==> config.mk <==
export PLATFORM = sky130hd
export DESIGN_NAME = muldiv_sched
export DESIGN_NICKNAME = d
export VERILOG_FILES = /design/src/rtl/muldiv_pkg.sv /design/src/rtl/muldiv_rr_arb.sv /design/src/rtl/muldiv_sched.sv
export SDC_FILE = /design/constraint.sdc
export NUM_CORES = 1
export LEC_CHECK = 0
export ABC_AREA = 1
export BUFFER_PORTS_ARGS = -buffer_cell sky130_fd_sc_hd__buf_2
export CAP_MARGIN = 5
export CORE_MARGIN = 2
export CORE_UTILIZATION = 46
export CTS_BUF_LIST = sky130_fd_sc_hd__clkbuf_4
export CTS_CLUSTER_DIAMETER = 30
export DETAILED_ROUTE_END_ITERATION = 16
export GPL_ROUTABILITY_DRIVEN = 1
export HOLD_SLACK_MARGIN = 0.12
export PLACE_DENSITY = 0.82
export SLEW_MARGIN = 25
export SYNTH_ARGS = -nofsm -noshare
export SYNTH_HDL_FRONTEND = slang
export SYNTH_HIERARCHICAL = 1
export SYNTH_SLANG_ARGS = --single-unit
==> constraint.sdc <==
create_clock -name clk -period 2.25 [get_ports clk]
set_clock_uncertainty 0.15 [all_clocks]
set_input_delay 0.225 -clock clk [delete_from_list [all_inputs] [get_ports clk]]
set_output_delay 0.225 -clock clk [all_outputs]
set_load 0.005 [all_outputs]
==> src/rtl/muldiv_pkg.sv <==
// Shared types for the HI/LO multiply/divide sequencer: op codes, FSM states, legality check.
package muldiv_pkg;

    typedef enum logic [3:0] {
        OP_MULT = 4'b1000,
        OP_DIV  = 4'b1010,
        OP_MTHI = 4'b0001,
        OP_MTLO = 4'b0011,
        OP_MFHI = 4'b0100,
        OP_MFLO = 4'b0110
    } op_t;

    // Any code with bit 2 set leaves HI/LO untouched in the datapath.
    localparam logic [3:0] F_IDLE = 4'b0100;

    typedef enum logic [2:0] {
        S_IDLE,
        S_EXEC,
        S_COMMIT,
        S_READ,
        S_RESP
    } state_t;

    function automatic logic is_legal(input logic [3:0] f);
        case (f)
            OP_MULT, OP_DIV, OP_MTHI, OP_MTLO, OP_MFHI, OP_MFLO: return 1'b1;
            default:                                            return 1'b0;
        endcase
    endfunction

endpackage

==> src/rtl/muldiv_rr_arb.sv <==
// Two-way round-robin arbiter; the pointer flips to the other port after every granted transfer.
module muldiv_rr_arb (
    input  logic       clk,
    input  logic       reset,
    input  logic [1:0] valid,
    input  logic       advance,
    output logic [1:0] grant,
    output logic       grant_idx
);

    logic ptr;

    // NOTE: grant_idx is assigned before the conditional override so no latch is inferred.
    always_comb begin
        grant_idx = ptr;
        if (!valid[ptr])
            grant_idx = ~ptr;
        grant = valid[grant_idx] ? (2'b01 << grant_idx) : 2'b00;
    end

    // NOTE: clocked state uses non-blocking assignments so every flop samples pre-edge values.
    always_ff @(posedge clk) begin
        if (reset)
            ptr <= 1'b0;
        else if (advance)
            ptr <= ~grant_idx;
    end

endmodule

==> src/rtl/muldiv_sched.sv <==
// Sequencer/arbiter in front of the multiply_divide HI/LO datapath.
// Optional feature: define MULDIV_DIVZERO_TRAP_EN to trap DIV by zero without touching HI/LO.
module muldiv_sched
    import muldiv_pkg::*;
#(
    parameter int n       = 32,
    parameter int MUL_LAT = 4,
    parameter int DIV_LAT = 8
) (
    input  logic         clk,
    input  logic         reset,
    input  logic [1:0]   req_valid,
    output logic [1:0]   req_ready,
    input  logic [3:0]   req_op0,
    input  logic [3:0]   req_op1,
    input  logic [n-1:0] req_a0,
    input  logic [n-1:0] req_b0,
    input  logic [n-1:0] req_a1,
    input  logic [n-1:0] req_b1,
    output logic         rsp_valid,
    input  logic         rsp_ready,
    output logic         rsp_id,
    output logic [n-1:0] rsp_data,
    output logic         rsp_err,
    output logic [3:0]   md_F,
    output logic [n-1:0] md_a,
    output logic [n-1:0] md_b,
    input  logic [n-1:0] md_y,
    output logic         busy
);

    localparam int MAX_LAT = (MUL_LAT > DIV_LAT) ? MUL_LAT : DIV_LAT;
    localparam int CW      = $clog2(MAX_LAT + 1);

    state_t        state;
    logic [CW-1:0] cnt;
    logic [3:0]    op_q;
    logic [3:0]    md_f_q;
    logic [1:0]    grant;
    logic          gidx;
    logic          accept;
    logic          div_trap;
    logic [3:0]    sel_op;
    logic [n-1:0]  sel_a;
    logic [n-1:0]  sel_b;

    muldiv_rr_arb u_arb (
        .clk       (clk),
        .reset     (reset),
        .valid     (req_valid),
        .advance   (accept),
        .grant     (grant),
        .grant_idx (gidx)
    );

    assign req_ready = (state == S_IDLE && !reset) ? grant : 2'b00;
    assign accept    = |(req_valid & req_ready);
    assign sel_op    = gidx ? req_op1 : req_op0;
    assign sel_a     = gidx ? req_a1  : req_a0;
    assign sel_b     = gidx ? req_b1  : req_b0;

`ifdef MULDIV_DIVZERO_TRAP_EN
    assign div_trap = (sel_b == '0);
`else
    assign div_trap = 1'b0;
`endif

    // Gating on reset kills a COMMIT that is already on the bus in the reset cycle.
    assign md_F = reset ? F_IDLE : md_f_q;
    assign busy = (state != S_IDLE);

    always_ff @(posedge clk) begin
        if (reset) begin
            state     <= S_IDLE;
            cnt       <= '0;
            op_q      <= F_IDLE;
            md_f_q    <= F_IDLE;
            md_a      <= '0;
            md_b      <= '0;
            rsp_valid <= 1'b0;
            rsp_id    <= 1'b0;
            rsp_data  <= '0;
            rsp_err   <= 1'b0;
        end else begin
            case (state)
                S_IDLE: begin
                    if (accept) begin
                        op_q     <= sel_op;
                        md_a     <= sel_a;
                        md_b     <= sel_b;
                        rsp_id   <= gidx;
                        rsp_data <= '0;
                        rsp_err  <= 1'b0;
                        if (!is_legal(sel_op) || (sel_op == OP_DIV && div_trap)) begin
                            state     <= S_RESP;
                            rsp_err   <= 1'b1;
                            rsp_valid <= 1'b1;
                        end else begin
                            case (sel_op)
                                OP_MULT: begin
                                    if (MUL_LAT == 1) begin
                                        state  <= S_COMMIT;
                                        md_f_q <= sel_op;
                                    end else begin
                                        state <= S_EXEC;
                                        cnt   <= CW'(MUL_LAT - 1);
                                    end
                                end
                                OP_DIV: begin
                                    if (DIV_LAT == 1) begin
                                        state  <= S_COMMIT;
                                        md_f_q <= sel_op;
                                    end else begin
                                        state <= S_EXEC;
                                        cnt   <= CW'(DIV_LAT - 1);
                                    end
                                end
                                OP_MTHI, OP_MTLO: begin
                                    state  <= S_COMMIT;
                                    md_f_q <= sel_op;
                                end
                                default: begin
                                    state  <= S_READ;
                                    md_f_q <= sel_op;
                                end
                            endcase
                        end
                    end
                end
                S_EXEC: begin
                    cnt <= cnt - 1'b1;
                    if (cnt == CW'(1)) begin
                        state  <= S_COMMIT;
                        md_f_q <= op_q;
                    end
                end
                S_COMMIT: begin
                    state     <= S_RESP;
                    md_f_q    <= F_IDLE;
                    rsp_valid <= 1'b1;
                end
                S_READ: begin
                    state     <= S_RESP;
                    md_f_q    <= F_IDLE;
                    rsp_data  <= md_y;
                    rsp_valid <= 1'b1;
                end
                S_RESP: begin
                    if (rsp_ready) begin
                        state     <= S_IDLE;
                        rsp_valid <= 1'b0;
                        md_a      <= '0;
                        md_b      <= '0;
                    end
                end
                default: state <= S_IDLE;
            endcase
        end
    end

endmodule

==> Word level (Yosys, flattened, before mapping) <==
Index checks and enable logic that the tools add are counted.
{ "totals": {"regBits": 115, "word_cells": 99, "output_inout_bits": 106, "input_bits": 173} }
{ "op_classes": {"n_shift": 1, "eq_ne": 18, "n_mux": 42, "magnitude_cmp": 2, "bitwise": 3, "addsub": 1, "n_reduce_logical": 21} }
{ "ops": {"columns": ["op", "n"], "rows": [
  ["2-to-1 mux 32 bit", 6],
  ["case mux 32 bit (2 select lines)", 3],
  ["2-to-1 mux 4 bit", 8],
  ["case mux 4 bit (2 select lines)", 2],
  ["2-to-1 mux 1 bit", 13],
  ["2-to-1 mux 3 bit", 4],
  ["case mux 3 bit (4 select lines)", 1],
  ["case mux 4 bit (3 select lines)", 1],
  ["inequality test 2 bit (second input constant)", 5],
  ["nonzero test 3 bit", 3],
  ["equality test 4 x 1 -> 1 bit (second input constant)", 2],
  ["equality test 4 x 3 -> 1 bit (second input constant)", 2],
  ["equality test 4 bit (second input constant)", 2],
  ["AND reduction 4 bit", 2],
  ["OR reduction 2 bit", 4],
  ["equality test 3 x 2 -> 1 bit (second input constant)", 2],
  ["AND reduction 3 bit", 2],
  ["nonzero test 2 bit", 3],
  ["OR reduction 6 bit", 1],
  ["AND reduction 5 bit", 1],
  ["equality test 4 x 2 -> 1 bit (second input constant)", 1],
  ["less-than comparator 1 x 2 -> 1 bit (second input constant)", 2],
  ["2-to-1 mux 2 bit", 2],
  ["case mux 2 bit (2 select lines)", 1],
  ["13 further kinds", 15]
]} }

==> Depth between registers and ports, before layout <==
{ "depth": {"depth_word": 15, "depth_mapped": 15, "ltp_nobuf": 14} }

==> Hierarchy <==
Netlist, hierarchy kept.
{ "modules_own_cells": {"columns": ["module", "cells_per_inst", "n_inst", "area_each_um2", "seq_area_each_um2"], "rows": [
  ["muldiv_sched", 720, 1, 5069.9, 2282.2],
  ["muldiv_rr_arb", 8, 1, 65.1, 20.0]
]} }

==> Least setup slack after synthesis <==
OpenSTA, ideal clock, no wires.
{ "synth_path": {"path_kind": "reg2reg", "startpoint": "register u_arb.ptr", "endpoint": "register md_f_q[0]", "slack_ps": 309, "t_arrival_ps": 1678, "required_ps": 1987, "path_stages_with_launch": 15, "setup_ps": 113, "n_path_buf": 1, "path_cell_list": "dfxtp_1 -> nand2_1 -> o21ai_2 -> buf_2 -> inv_2 -> o21ai_0 -> inv_1 -> nand2_1 -> inv_1 -> nand2_1 -> nand2_1 -> nor2_2 -> nand2_1 -> nand2_1 -> nor2_1"} }
{ "synth_between": {"elab_chain_cells": 12} }
{ "synth_rtl": {"columns": ["item", "line", "text"], "rows": [
  ["start: declaration", "muldiv_rr_arb.sv:11", "logic ptr;"],
  ["start signal: assignment", "muldiv_rr_arb.sv:26", "ptr <= ~grant_idx;"],
  ["2-to-1 mux 1 bit (not written as such) (2 in a row)", "muldiv_rr_arb.sv:16", "if (!valid[ptr])"],
  ["2-to-1 mux 1 bit *", "muldiv_rr_arb.sv:16", null],
  ["via gidx", "muldiv_sched.sv:40", "logic gidx;"],
  ["2-to-1 mux 4 bit", "muldiv_sched.sv:58", "assign sel_op = gidx ? req_op1 : req_op0;"],
  ["equality test 4 bit (tied with other cells)", "muldiv_pkg.sv:25, muldiv_sched.sv:99", null],
  ["OR reduction 6 bit", "muldiv_pkg.sv:25", "case (f)"],
  ["2-to-1 mux 1 bit", "muldiv_pkg.sv:25", null],
  ["2-to-1 mux 1 bit", "muldiv_sched.sv:87", "if (accept) begin"],
  ["2-to-1 mux 1 bit", "muldiv_sched.sv:85", "case (state)"],
  ["2-to-1 mux 1 bit", "muldiv_sched.sv:73", "if (reset) begin"],
  ["inequality test 2 x 1 -> 1 bit (no source line)", null, null],
  ["AND reduction 5 bit (no source line)", null, null],
  ["end signal: assignment", "muldiv_sched.sv:103", "md_f_q <= sel_op;"],
  ["end signal: assignment", "muldiv_sched.sv:112", "md_f_q <= sel_op;"],
  ["end signal: assignment", "muldiv_sched.sv:120", "md_f_q <= sel_op;"],
  ["end: declaration", "muldiv_sched.sv:38", "logic [3:0] md_f_q;"]
]} }
The timed path passes the listed nets; every way through them passes the cells marked *. The select of a mux whose other input is x is not followed.
A chain may end at the register's enable or synchronous reset.

==> Worst setup path in the final report <==
{ "layout_path": {"startpoint": "register u_arb.ptr", "endpoint": "register md_b[22]"} }
{ "layout_between": {"elab_chain_cells": 11} }
{ "layout_rtl": {"columns": ["item", "line", "text"], "rows": [
  ["2-to-1 mux 1 bit (not written as such) (2 in a row)", "muldiv_rr_arb.sv:16", null],
  ["2-to-1 mux 1 bit *", "muldiv_rr_arb.sv:16", null],
  ["via gidx", "muldiv_sched.sv:40", null],
  ["2-to-1 mux 1 bit (not written as such) (2 in a row)", "muldiv_rr_arb.sv:18", "grant = valid[grant_idx] ? (2'b01 << grant_idx) : 2'b00;"],
  ["2-to-1 mux 2 bit", "muldiv_rr_arb.sv:18", null],
  ["2-to-1 mux 2 bit", "muldiv_sched.sv:56", "assign req_ready = (state == S_IDLE && !reset) ? grant : 2'b00;"],
  ["AND 2 bit", "muldiv_sched.sv:57", "assign accept = |(req_valid & req_ready);"],
  ["OR reduction 2 bit", "muldiv_sched.sv:57", null],
  ["inequality test 2 bit (no source line)", null, null],
  ["AND reduction 3 bit (no source line)", null, null],
  ["end signal: assignment", "muldiv_sched.sv:90", "md_b <= sel_b;"],
  ["end: declaration", "muldiv_sched.sv:27", "output logic [n-1:0] md_b,"]
]} }
Marked as above.

==> results.py <==
metrics = {
    "logic_synthesis": {
        "synth_nets": 903,
        "synthAdderAreaFrac_pct": 0.487,
        "synth_xor_area_share_pct": 0,
        "syn-cell-area_sq_mm": 0.00513,
        "syn_inst": 728,
        "synth_simple_gate_area_share_pct": 28.7,
        "yosys-mux-area-fraction_pct": 0,
        "synth-compound-area-share_pct": 19.2,
        "synth.distinct_cells": 27,
        "avgSynthCellArea_sq_um": 7.05,
        "ys_ff_latch": 115,
        "yosysWarnings": 6,
        "ys_seq_area_share_pct": 44.8,
        "synth_top_family_by_area": "simple AND/OR/NAND/NOR gates",
    },
    "detailed_routing": {
        "drt-pass1-iter-count": 8,
        "postRouteAntennaNets": 0,
        "num_vias": 6871,
        "wl_um": 20700,
        "drc_errors": 0,
        "via_per_inst": 5.21,
        "wire_per_inst_um": 15.7,
        "drt_iter0_drc": 596,
    },
    "critical_path": {
        "cp_common_cell": "nand2_1",
        "cp_num_buf_inv": 3,
        "start_kind": "flip-flop",
        "cpLargestDelayFamily": "buffers and inverters",
        "worstPathCellList": "nand2_1 > o21ai_4 > inv_2 > buf_8 > nand2_1 > nand2_1 > dlygate4sd3_1 > nand2_1 > a21oi_1",
        "critPathCaptureType": "flip-flop",
        "r2r_start": "u_arb/ptr",
        "path_class": "reg -> reg",
        "critPathRequiredTime_ns": 2.53,
        "r2r-end": "md_b[22]",
        "regToRegSetupSlack_ns": 0.17,
        "cpPeakStageDelay_ns": 0.56,
        "cp_data_arrival_time_ns": 2.36,
        "worst-path-stages": 9,
        "critPathMaxFanout": 34,
        "crit_slowest_cell": "dlygate4sd3_1",
        "r2r_cells": 9,
    },
    "placement": {
        "postPlaceCellArea_sq_mm": 0.00664,
        "hpwl_um": 10400,
        "globalplace.congestion": 0.823,
        "io_buffers": 278,
    },
    "finish": {
        "area_growth_pct": 69.8,
        "fin_util_pct": 80.1,
        "fin_area_sq_mm": 0.00872,
        "nFillCells": 669,
        "drive_gt1_share_pct": 31.6,
        "nets": 1340,
    },
    "worst_hold_path": {
        "whs_path_depth": 8,
        "min_from": "req_op0[2]",
        "min_to": "rsp_err",
        "hold_class": "in -> reg",
    },
    "clocking": {
        "clk_pin_slew_ns": 0.10,
        "clk_latency_ns": 0.49,
        "cts_inserted_buffers": 17,
        "h-tree-depth": 4,
        "cts_num_sinks": 115,
        "cts.path.max_buffers": 2,
        "cts_tree": "built",
        "clock-root-buffer": "clkbuf_4",
    },
    "grt": {
        "grtUsageTotal_pct": 33.3,
        "grt_max_degree": 113,
        "antenna_found_initial": 0,
        "grt_pass1_wl_um": 31300,
        "grt_pass1_vias": 6724,
        "grt-ovfl-total": 0,
    },
    "pwr": {
        "power_switching_mw": 2.22,
        "p_comb_share_pct": 36.4,
        "power_density_mw_per_mm2": 717,
        "p_seq_share_pct": 38.5,
        "p_sw_share_pct": 35.5,
        "ir_drop_mv": 0.436,
        "p_int_mw": 4.04,
        "p_clk_share_pct": 25.0,
        "leakage_nw": 4.09,
    },
    "floorplan": {
        "fp-row-count": 38,
        "ios": 279,
        "start_util_pct": 47.2,
        "die_area_sq_mm": 0.0120,
        "die_w_um": 110,
        "die_y_um": 110,
        "core-area_sq_mm": 0.0109,
    },
    "sta": {
        "layout_min_cycle_time_ns": 2.08,
        "drv_slew": 0,
        "fin_setup_tns_ns": 0,
        "setup_viol": 0,
        "finalHoldViolCount": 0,
        "worst_pin_slew_ns": 0.485,
        "fin_crit_sh_pct": 92.7,
        "rsz0062_at_grt": "no",
        "fmax_mhz": 480,
        "relSlewSlack_pct": 67.7,
    },
    "flow_run": {
        "maxCapViolations": 0,
    },
    "outcome": {
        "status": "finished, final reports clean",
    },
}
[power by group through the flow]
stage          Combinational (mW)  Sequential [mW]  Clock, mW
2_1_floorplan                1.16             2.43          0
3_3_place_gp                 1.79             2.43          0
3_5_place_dp                 1.80             2.44          0
4_1_cts                      2.12             2.39       1.59
5_1_grt                      2.51             2.44       1.68
6_report                     2.28             2.41       1.57
[worst max-delay path by stage]
| stage | from | end |
|---|---|---|
| 2_1_floorplan | u_arb/ptr | md_f_q[0] |
| 3_3_place_gp | state[1] | md_a[22] |
| 3_5_place_dp | u_arb/ptr | md_f_q[1] |
| 4_1_cts | u_arb/ptr | md_b[31] |
| 5_1_grt | state[1] | md_b[30] |
| 6_report | u_arb/ptr | md_b[22] |
[cells by family (layout without fill, tap and decap cells)]
kind of cell    Yosys count  count (layout)
compound gates          172             172
fa+ha+maj                 2               2
buf+inv                  81             530
flops                   115             115
other cells               0               1
simple gates            358             358
[sequential cells by signal, indices dropped and copies added (netlist names)]
name,flops
md_a,32
md_b,32
rsp_data,32
cnt,4
md_f_q,4
op_q,4
state,3
rsp_err,1
rsp_id,1
rsp_valid,1
u_arb/ptr,1
[layout by cell type, fill, tap and decap left out, drive strengths merged]
cell         count
a211oi           2
a21oi          111
buf            291
bufinv           3
clkbuf          18
clkinv           6
clkinvlp         5
dfxtp          115
diode            1
dlygate4sd3    173
ha               2
inv             34
nand2          280
nand3           11
nor2            23
nor3             2
nor3b            2
o211ai          40
o21a             1
o21ai           15
o21bai           1
o22ai            2
or2             40
[worst min-delay path, delay by kind of cell]
kind            cells  cell delay, ns
simple gates        6            0.40
buf+inv             1            0.09
compound gates      1            0.07
[area by class of cell]
class	count	area, sq um	area share [%]
Timing Repair Buffer	465	3310	37.9
Tap cell	140	175	2.01
Clock buffer	17	128	1.46
Inverter	34	128	1.46
Clock inverter	14	164	1.88
Sequential cell	115	2300	26.4
Antenna cell	1	2.50	0.0287
Multi-Input combinational cell	532	2510	28.8
[cell usage after synthesis]
cell / instances / share of area [%]
nand2_1: 279 / 20
dfxtp_1: 115 / 45
a21oi_1: 109 / 11
o211ai_1: 40 / 5.8
or2_2: 40 / 4.9
inv_1: 32 / 2.3
clkbuf_1: 27 / 2.0
nor2_1: 22 / 1.6
o21ai_0: 14 / 1.4
buf_2: 13 / 1.3
nand3_1: 11 / 1.1
buf_4: 4 / 0.58
a211oi_1: 2 / 0.29
a21oi_2: 2 / 0.34
buf_6: 2 / 0.44
ha_1: 2 / 0.49
nor3_1: 2 / 0.19
nor3b_1: 2 / 0.29
o22ai_1: 2 / 0.24
buf_1: 1 / 0.073
clkinv_1: 1 / 0.073
inv_2: 1 / 0.073
nand2_2: 1 / 0.12
nor2_2: 1 / 0.12
o21a_1: 1 / 0.15
o21ai_2: 1 / 0.17
o21bai_1: 1 / 0.15
[metrics by stage]
step | setup WS, ns | power (mW) | instances | hold WS [ns]
5_1_grt | 0.0230 | 6.62 | 1317 | 0.211
6_report | 0.165 | 6.25 | 1318 | 0.194
2_1_floorplan | 0.309 | 3.59 | 728 | 0.223
4_1_cts | 0.0747 | 6.10 | 1316 | 0.150
3_3_place_gp | 0.190 | 4.22 | 1112 | 0.295
3_5_place_dp | 0.162 | 4.24 | 1112 | 0.299
[what timing repair did]
item	CTS	global route
endpoints found under the setup margin	0	61
resized for setup	0	8
setup buffers	0	0
endpoints found under the hold margin	107	0
hold buffers	173	0
[metal layers]
metal	part of all wire, %	wire, um	track usage, %	vias up
li1	-	-	-	3238
met1	36	7520	33.4	3139
met2	51	10500	61.3	398
met3	8.5	1750	9.48	96
met4	4.3	899	18.6	0
met5	0	0	0	-
Power figures use the tool's default switching activity.
